<file path="src/rtl/bus_cycle_sequencer.sv">
// bus_cycle_sequencer: accepts single read/write requests over valid/ready and
// plays each one out as a timed external bus cycle (setup, strobe with optional
// wait extension, hold), then returns a one-cycle response with captured data.
// All bus-side outputs are registered from the next-state decode, so they line
// up with the state they belong to and have no combinational input path.

module bus_cycle_sequencer #(
    parameter int DATA_W     = 8,
    parameter int ADDR_W     = 4,
    parameter int SETUP_CYC  = 1,
    parameter int STROBE_CYC = 2,
    parameter int HOLD_CYC   = 1,
    parameter int WAIT_MAX   = 15
) (
    input  logic              clk,
    input  logic              rst,
    input  logic              req_valid,
    output logic              req_ready,
    input  logic              req_we,
    input  logic [ADDR_W-1:0] req_addr,
    input  logic [DATA_W-1:0] req_wdata,
    output logic              rsp_valid,
    output logic [DATA_W-1:0] rsp_rdata,
    output logic              rsp_err,
    output logic [ADDR_W-1:0] ADDR,
    output logic [DATA_W-1:0] DATA_OUT,
    output logic              DATA_OE,
    input  logic [DATA_W-1:0] DATA_IN,
    input  logic              BUS_WAIT,
    output logic              CS_n,
    output logic              WR_n,
    output logic              RD_n,
    output logic              IWR,
    output logic              IRD
);

    // One shared phase counter covers the longest of the three timed phases.
    localparam int PH_MAX_SH = (SETUP_CYC > STROBE_CYC) ? SETUP_CYC : STROBE_CYC;
    localparam int PH_MAX    = (PH_MAX_SH > HOLD_CYC) ? PH_MAX_SH : HOLD_CYC;
    localparam int CNT_W     = (PH_MAX > 1) ? $clog2(PH_MAX) : 1;
    localparam int EXT_W     = $clog2(WAIT_MAX + 1);

    localparam logic [CNT_W-1:0] SETUP_LAST  = CNT_W'(SETUP_CYC - 1);
    localparam logic [CNT_W-1:0] STROBE_LAST = CNT_W'(STROBE_CYC - 1);
    localparam logic [CNT_W-1:0] HOLD_LAST   = CNT_W'(HOLD_CYC - 1);
    localparam logic [CNT_W-1:0] CNT_ZERO    = {CNT_W{1'b0}};
    localparam logic [CNT_W-1:0] CNT_ONE     = CNT_W'(1);
    localparam logic [EXT_W-1:0] EXT_LIMIT   = EXT_W'(WAIT_MAX);
    localparam logic [EXT_W-1:0] EXT_ZERO    = {EXT_W{1'b0}};
    localparam logic [EXT_W-1:0] EXT_ONE     = EXT_W'(1);

    typedef enum logic [1:0] {
        IDLE   = 2'd0,
        SETUP  = 2'd1,
        STROBE = 2'd2,
        HOLD   = 2'd3
    } state_t;

    state_t              state_r, state_s;
    logic [CNT_W-1:0]    cnt_r, cnt_s;
    logic [EXT_W-1:0]    ext_r, ext_s;
    logic                we_r, we_s;
    logic [ADDR_W-1:0]   addr_r, addr_s;
    logic [DATA_W-1:0]   wdata_r, wdata_s;
    logic                err_r, err_s;
    logic                busy_s;
    logic                strobe_s;
    logic                leave_strobe_s;
    logic                finish_s;

    // Reset gates ready so nothing is accepted on a reset edge.
    assign req_ready = (state_r == IDLE) && !rst;

    // Next-state, phase counting, wait extension and request latching.
    always_comb begin
        state_s = state_r;
        cnt_s   = cnt_r;
        ext_s   = ext_r;
        we_s    = we_r;
        addr_s  = addr_r;
        wdata_s = wdata_r;
        err_s   = err_r;
        case (state_r)
            IDLE: begin
                if (req_valid && req_ready) begin
                    state_s = SETUP;
                    cnt_s   = CNT_ZERO;
                    ext_s   = EXT_ZERO;
                    err_s   = 1'b0;
                    we_s    = req_we;
                    addr_s  = req_addr;
                    wdata_s = req_wdata;
                end else begin
                    state_s = IDLE;
                end
            end
            SETUP: begin
                if (cnt_r == SETUP_LAST) begin
                    state_s = STROBE;
                    cnt_s   = CNT_ZERO;
                end else begin
                    cnt_s = cnt_r + CNT_ONE;
                end
            end
            STROBE: begin
                // The counter parks on the last nominal cycle; extensions are
                // tracked separately so BUS_WAIT is sampled there and beyond.
                if (cnt_r != STROBE_LAST) begin
                    cnt_s = cnt_r + CNT_ONE;
                end else if (BUS_WAIT) begin
                    if (ext_r != EXT_LIMIT) begin
                        ext_s = ext_r + EXT_ONE;
                    end else begin
                        state_s = HOLD;
                        cnt_s   = CNT_ZERO;
                        err_s   = 1'b1;
                    end
                end else begin
                    state_s = HOLD;
                    cnt_s   = CNT_ZERO;
                end
            end
            HOLD: begin
                if (cnt_r == HOLD_LAST) begin
                    state_s = IDLE;
                    cnt_s   = CNT_ZERO;
                end else begin
                    cnt_s = cnt_r + CNT_ONE;
                end
            end
            default: begin
                state_s = IDLE;
                cnt_s   = CNT_ZERO;
            end
        endcase
    end

    // Decode of the upcoming state, used to register the bus outputs.
    always_comb begin
        busy_s         = (state_s != IDLE);
        strobe_s       = (state_s == STROBE);
        leave_strobe_s = (state_r == STROBE) && (state_s == HOLD);
        finish_s       = (state_r == HOLD) && (state_s == IDLE);
    end

    // State, counters and latched request.
    always_ff @(posedge clk) begin
        if (rst) begin
            state_r <= IDLE;
            cnt_r   <= CNT_ZERO;
            ext_r   <= EXT_ZERO;
            we_r    <= 1'b0;
            addr_r  <= {ADDR_W{1'b0}};
            wdata_r <= {DATA_W{1'b0}};
            err_r   <= 1'b0;
        end else begin
            state_r <= state_s;
            cnt_r   <= cnt_s;
            ext_r   <= ext_s;
            we_r    <= we_s;
            addr_r  <= addr_s;
            wdata_r <= wdata_s;
            err_r   <= err_s;
        end
    end

    // Registered bus pins, internal qualifiers and response.
    always_ff @(posedge clk) begin
        if (rst) begin
            ADDR      <= {ADDR_W{1'b0}};
            DATA_OUT  <= {DATA_W{1'b0}};
            DATA_OE   <= 1'b0;
            CS_n      <= 1'b1;
            WR_n      <= 1'b1;
            RD_n      <= 1'b1;
            IWR       <= 1'b0;
            IRD       <= 1'b0;
            rsp_valid <= 1'b0;
            rsp_err   <= 1'b0;
            rsp_rdata <= {DATA_W{1'b0}};
        end else begin
            CS_n      <= !busy_s;
            DATA_OE   <= busy_s && we_s;
            WR_n      <= !(strobe_s && we_s);
            IWR       <= strobe_s && we_s;
            RD_n      <= !(strobe_s && !we_s);
            IRD       <= strobe_s && !we_s;
            rsp_valid <= finish_s;
            rsp_err   <= finish_s && err_r;
            // Address and write data keep their last value once idle.
            if (busy_s) begin
                ADDR <= addr_s;
            end
            if (busy_s && we_s) begin
                DATA_OUT <= wdata_s;
            end
            if (leave_strobe_s) begin
                rsp_rdata <= we_r ? {DATA_W{1'b0}} : DATA_IN;
            end
        end
    end

endmodule
</file>
<file path="config.mk">
export PLATFORM = sky130hd
export DESIGN_NAME = bus_cycle_sequencer
export DESIGN_NICKNAME = d
export VERILOG_FILES = /design/src/rtl/bus_cycle_sequencer.sv
export SDC_FILE = /design/constraint.sdc
export NUM_CORES = 1
export LEC_CHECK = 0
export ABC_AREA = 1
export BUFFER_PORTS_ARGS = -buffer_cell sky130_fd_sc_hd__buf_4
export CORE_ASPECT_RATIO = 0.5
export CORE_MARGIN = 3
export CORE_UTILIZATION = 52
export DETAILED_ROUTE_END_ITERATION = 8
export PLACE_DENSITY = 0.75
export SYNTH_ARGS = -nofsm -noshare
export SYNTH_HDL_FRONTEND = slang
export SYNTH_SLANG_ARGS = --single-unit
</file>
<file path="constraint.sdc">
create_clock -name clk -period 1.8 [get_ports clk]
set_clock_uncertainty 0.05 [all_clocks]
set_input_delay 0.18 -clock clk [delete_from_list [all_inputs] [get_ports clk]]
set_output_delay 0.18 -clock clk [all_outputs]
set_load 0.03 [all_outputs]
</file>
=== Word level (Yosys, flattened, before mapping) ===
Cells that the tools add are included.

* Bits in registers: 49
* Bits of input ports: 25
* Output and inout port bits: 29
* Logic and storage cells: 80

* Add/sub/neg operators: 2
* Equality and inequality tests: 11
* Mux-type cells: 29
* Reductions and logical operators: 20

{| class="wikitable"
|+ Operator list
! kind !! number
|-
| 4-bit 2-to-1 mux || 6
|-
| 8-bit 2-to-1 mux || 3
|-
| 1-bit 2-to-1 mux || 11
|-
| 2-bit 2-to-1 mux || 5
|-
| 5-bit AND reduction || 2
|-
| 2-bit == test (second input constant) || 4
|-
| 1-bit logical AND || 8
|-
| 2-bit inequality test (second input constant) || 4
|-
| 2-bit case mux with 4 select lines || 1
|-
| 4-bit case mux with 2 select lines || 1
|-
| 1-bit logical NOT || 5
|-
| 4-bit by 1-bit adder with 4-bit output (second input constant) || 1
|-
| 2-bit logical NOT || 2
|-
| 4-bit inequality test (second input constant) || 1
|-
| 2-bit nonzero test || 2
|-
| 1-bit case mux with 3 select lines || 1
|-
| 2-bit by 1-bit == test with 1-bit output (second input constant) || 1
|-
| 2-bit by 1-bit inequality test with 1-bit output (second input constant) || 1
|-
| 1-bit case mux with 2 select lines || 1
|-
| 2-bit OR reduction || 1
|-
| 1-bit adder (second input constant) || 1
|}

=== Longest topological paths before layout ===
* Depth after elaboration: 8
* Mapped depth: 9
* Gate-level depth less buffers: 8

=== Worst setup path before layout ===
Ideal clock, no wire load.

* Path type: register to register
* Start: register state_r[1]
* End: register DATA_OUT[0]
* Setup time: 115 ps
* Arrival time: 1248 ps
* Required time: 1635 ps
* Slack: 387 ps
* Cell stages (with the launch flop): 9
* Buffers on the path: 2
* Period minus slack after synthesis: 1413 ps
* Path through: dfxtp_1 > buf_6 > nor2_4 > nand3_4 > nand2_2 > nand2_2 > buf_6 > a21oi_1 > nor2_1

* Cells in the longest elaborated chain, start to end: 7
* Elaborated cells between the ends (all ways): 19
* Those cells by class: eq/ne (3); mux (11); reduce/logical (5)

{| class="wikitable"
|+ RTL lines
! what !! RTL line !! source
|-
| from (decl) || 59 || <nowiki>state_t state_r, state_s;</nowiki>
|-
| from (signal assigned) || 157 || <nowiki>state_r <= state_s;</nowiki>
|-
| 2-bit logical NOT || 72, 83 ||
|-
| 1-bit logical AND || 72 || <nowiki>assign req_ready = (state_r == IDLE) && !rst;</nowiki>
|-
| 1-bit logical AND || 85 || <nowiki>if (req_valid && req_ready) begin</nowiki>
|-
| 1-bit 2-to-1 mux || 85 ||
|-
| 2-bit case mux with 4 select lines || 83 || <nowiki>case (state_r)</nowiki>
|-
| 2-bit nonzero test || 140 || <nowiki>busy_s = (state_s != IDLE);</nowiki>
|-
| 1-bit logical AND || 194 || <nowiki>if (busy_s && we_s) begin</nowiki>
|-
| to (signal assigned) || 171 || <nowiki>DATA_OUT <= {DATA_W{1'b0}};</nowiki>
|-
| to (signal assigned) || 195 || <nowiki>DATA_OUT <= wdata_s;</nowiki>
|-
| to (decl) || 26 || <nowiki>output logic [DATA_W-1:0] DATA_OUT,</nowiki>
|}

Parallel ways exist; a longest one is shown, timed or not.
A chain may end at the register's enable or synchronous reset.

=== Final worst setup path ===
* Start: register state_r[1]
* End: register IWR

* Cells in the longest elaborated chain, start to end: 7
* Elaborated cells between the ends (all ways): 17
* Those cells by class: eq/ne (4); mux (9); reduce/logical (4)

{| class="wikitable"
|+ RTL lines
! what !! RTL line !! source
|-
| 2-bit logical NOT || 72, 83 ||
|-
| 1-bit logical AND || 72 ||
|-
| 1-bit logical AND || 85 ||
|-
| 1-bit 2-to-1 mux || 85 ||
|-
| 2-bit case mux with 4 select lines || 83 ||
|-
| 2-bit == test || 141 || <nowiki>strobe_s = (state_s == STROBE);</nowiki>
|-
| 1-bit logical AND * || 185 || <nowiki>IWR <= strobe_s && we_s;</nowiki>
|-
| to (signal assigned) || 185 ||
|-
| to (decl) || 33 || <nowiki>output logic IWR,</nowiki>
|}

Every way passes the cells marked *; elsewhere a longest branch is shown, timed or not.

==> flow_metrics.py <==
metrics = {
    "hold_path": {
        "min_path_cells": 3,
        "min-delay-start": "req_addr[2]",
        "hold_path_end": "addr_r[2]",
        "min_path_type": "in2reg",
    },
    "clock_network": {
        "cts-resized-gates": 0,
        "numCtsBuffers": 5,
        "clk_pin_slew_ps": 90,
        "htree_levels": 2,
        "clk_path_buf_depth": 2,
        "clk_latency_ps": 290,
        "cts_tree": "built",
        "ctsHoldBuffers": 0,
        "cts-root-buf": "clkbuf_8",
        "clock_sinks": 49,
        "post-cts-setup-buffers": 0,
    },
    "synth": {
        "yosysSeqAreaShare": 0.466,
        "synth.area.top_cells": "dfxtp_1, nand2_1, nor2_1, inv_1, a21oi_1",
        "syn_area_per_cell_sq_um": 7.01,
        "syn_nets": 326,
        "synthCells": 300,
        "yosysWarningCount": 0,
        "yosysTopAreaCell": "dfxtp_1",
        "ys_types": 25,
        "synth_area_sq_mm": 0.00210,
        "yosys_register_bits": 49,
        "yosysTopAreaCellShare": 0.466,
    },
    "finish": {
        "final_area_sq_mm": 0.00262,
        "syn_to_final_growth_pct": 24.6,
        "final_nets": 380,
        "multi_input_area_sq_um": 862,
        "nFillCells": 316,
        "drive_above_1_share": 0.206,
        "layout.cells.non_filler": 405,
        "antennaDiodeCount": 0,
        "seq_area_sq_um": 981,
    },
    "power": {
        "p_leak_nw": 1.36,
        "vdd_drop_max_uv": 741,
        "p_per_area_mw_per_mm2": 852,
        "total_power_mw": 2.23,
    },
    "sta": {
        "setup_viol": 0,
        "hold_violations": 0,
        "grt_setup_unrepaired": "no",
        "worstMarginPinSlew_ps": 360,
        "slew_viol_final": 0,
        "slew_headroom": 0.760,
        "fmax_mhz": 622,
        "setup_tns_ps": 0,
        "finalCriticalPeriod_ps": 1610,
        "fin_crit_sh": 0.893,
    },
    "grt": {
        "grt_max_degree": 26,
        "gr-usage-all-layers": 0.197,
        "antenna_found_initial": 0,
        "grt_remaining_overflow": 0,
        "grt_pass1_vias": 1799,
        "grt_pass1_wl_microns": 7560,
    },
    "floorplanning": {
        "rows": 15,
        "die_h_microns": 51.0,
        "core_region_area_sq_mm": 0.00366,
        "dieWidth_microns": 95.9,
        "io_pins": 54,
        "die_area_sq_mm": 0.00489,
        "initial_core_util": 0.575,
    },
    "route": {
        "drt_iter0_drc": 70,
        "drtAntennaViolNets": 0,
        "drc": 0,
        "dr.pass1.iters": 4,
        "vias": 1958,
        "post_drt_wl_per_cell_microns": 10.9,
        "drt-total-wl_microns": 4430,
        "viasPerCell": 4.83,
    },
    "setup_path": {
        "r2r_end": "IWR",
        "worstSetupPathType": "reg2reg",
        "crit_fanout": 19,
        "r2r_cells": 8,
        "reg2reg_from": "state_r[1]",
        "crit_required_ps": 1940,
        "reg2reg_slack_ps": 190,
        "cp-end-kind": "flop",
        "arrival_ps": 1750,
        "start_kind": "flop",
    },
    "place": {
        "dp_cells": 398,
        "post_dp_cell_area_sq_mm": 0.00253,
        "place.gp.congestion": 0.840,
        "portBuffers": 53,
        "dp_hpwl_microns": 3290,
    },
    "job": {
        "max_cap_violations": 0,
    },
    "outcome": {
        "outcome": "finished, final reports clean",
    },
}
-- power breakdown --
group / internal [mW] / leakage, nW / switching (mW) / total, mW
Combinational: 0.159 / 0.913 / 0.265 / 0.424
Clock: 0.305 / 0.0443 / 0.327 / 0.632
Sequential: 1.14 / 0.399 / 0.0312 / 1.18
Total: 1.61 / 1.36 / 0.623 / 2.23
-- worst max-delay path by stage --
stage,start,end,slack [ps]
CTS,state_r[1],IWR,190
detailed placement,state_r[1],IWR,220
floorplan,state_r[1],DATA_OUT[0],390
global placement,state_r[1],IWR,290
global route,state_r[1],IWR,30
finish,state_r[1],IWR,190
-- per-stage QoR --
step	util	setup WS, ps	hold slack (ps)
finish	0.716	192	138
global route	0.716	30.9	158
floorplan	-	387	294
CTS	0.716	193	136
detailed placement	0.692	215	394
global placement	0.692	293	391
-- cell usage in the layout (no fill, tap or decap), drive strengths merged --
cell type / n
o21ai: 7
clkbuf: 7
a21oi: 17
inv: 47
ha: 1
xnor2: 1
buf: 60
nand4: 12
and2: 3
dfxtp: 49
nor2: 58
nand3b: 1
nand3: 17
nor3: 2
nand2: 72
-- metal layers --
layer / share of wire / wire length [microns] / GRT usage
met3: 0.050 / 220 / 0.0559
met1: 0.45 / 2000 / 0.227
met5: 0 / 0 / 0
met4: 0.0052 / 23 / 0.0495
met2: 0.49 / 2180 / 0.361
-- registers in the layout, summed over array words and instances, names as in the netlist, 2 cells and up --
signal     cells
state_r        2
wdata_r        8
rsp_rdata      8
ext_r          4
addr_r         4
ADDR           4
DATA_OUT       8
-- worst max-delay path, cell delays in order, from the launching register on --
cell	delay (ps)
dfxtp_1	410
nor2_4	170
nand3_4	210
nand2_2	130
nand2_2	210
nand2_1	150
inv_1	60
nand3_1	70
inv_1	40
-- logic make-up after synthesis --
| group | after synthesis | synth area share |
|---|---|---|
| buffers and inverters | 60 | 0.124 |
| adders and majority gates | 1 | 0.00595 |
| AOI/OAI and AO/OA | 24 | 0.0589 |
| and+or+nand+nor | 165 | 0.341 |
| DFF | 49 | 0.466 |
| xor gates and xnor gates | 1 | 0.00416 |
-- cell usage after synthesis --
| library cell | n |
|---|---|
| a21oi_2 | 1 |
| xnor2_1 | 1 |
| buf_6 | 3 |
| a21oi_1 | 16 |
| o21ai_1 | 2 |
| nor3_1 | 2 |
| nor2_4 | 1 |
| buf_1 | 1 |
| nand2_2 | 2 |
| nand3b_1 | 1 |
| nand2_1 | 70 |
| inv_1 | 47 |
| nand3_2 | 1 |
| buf_2 | 4 |
| nor2_1 | 56 |
| buf_4 | 2 |
| ha_1 | 1 |
| and2_1 | 3 |
| nor2_2 | 1 |
| nand3_4 | 1 |
| nand4_1 | 12 |
| o21ai_0 | 5 |
| nand3_1 | 15 |
| dfxtp_1 | 49 |
| clkbuf_1 | 3 |
-- layout make-up --
type / count / area share
flip-flops and latches: 49 / 0.374
clock buffers: 7 / 0.0330
repair buffers: 60 / 0.172
multi-input cells: 191 / 0.329
well taps: 51 / 0.0244
inverters: 47 / 0.0673
No activity file was read; power rests on OpenSTA's default activity.
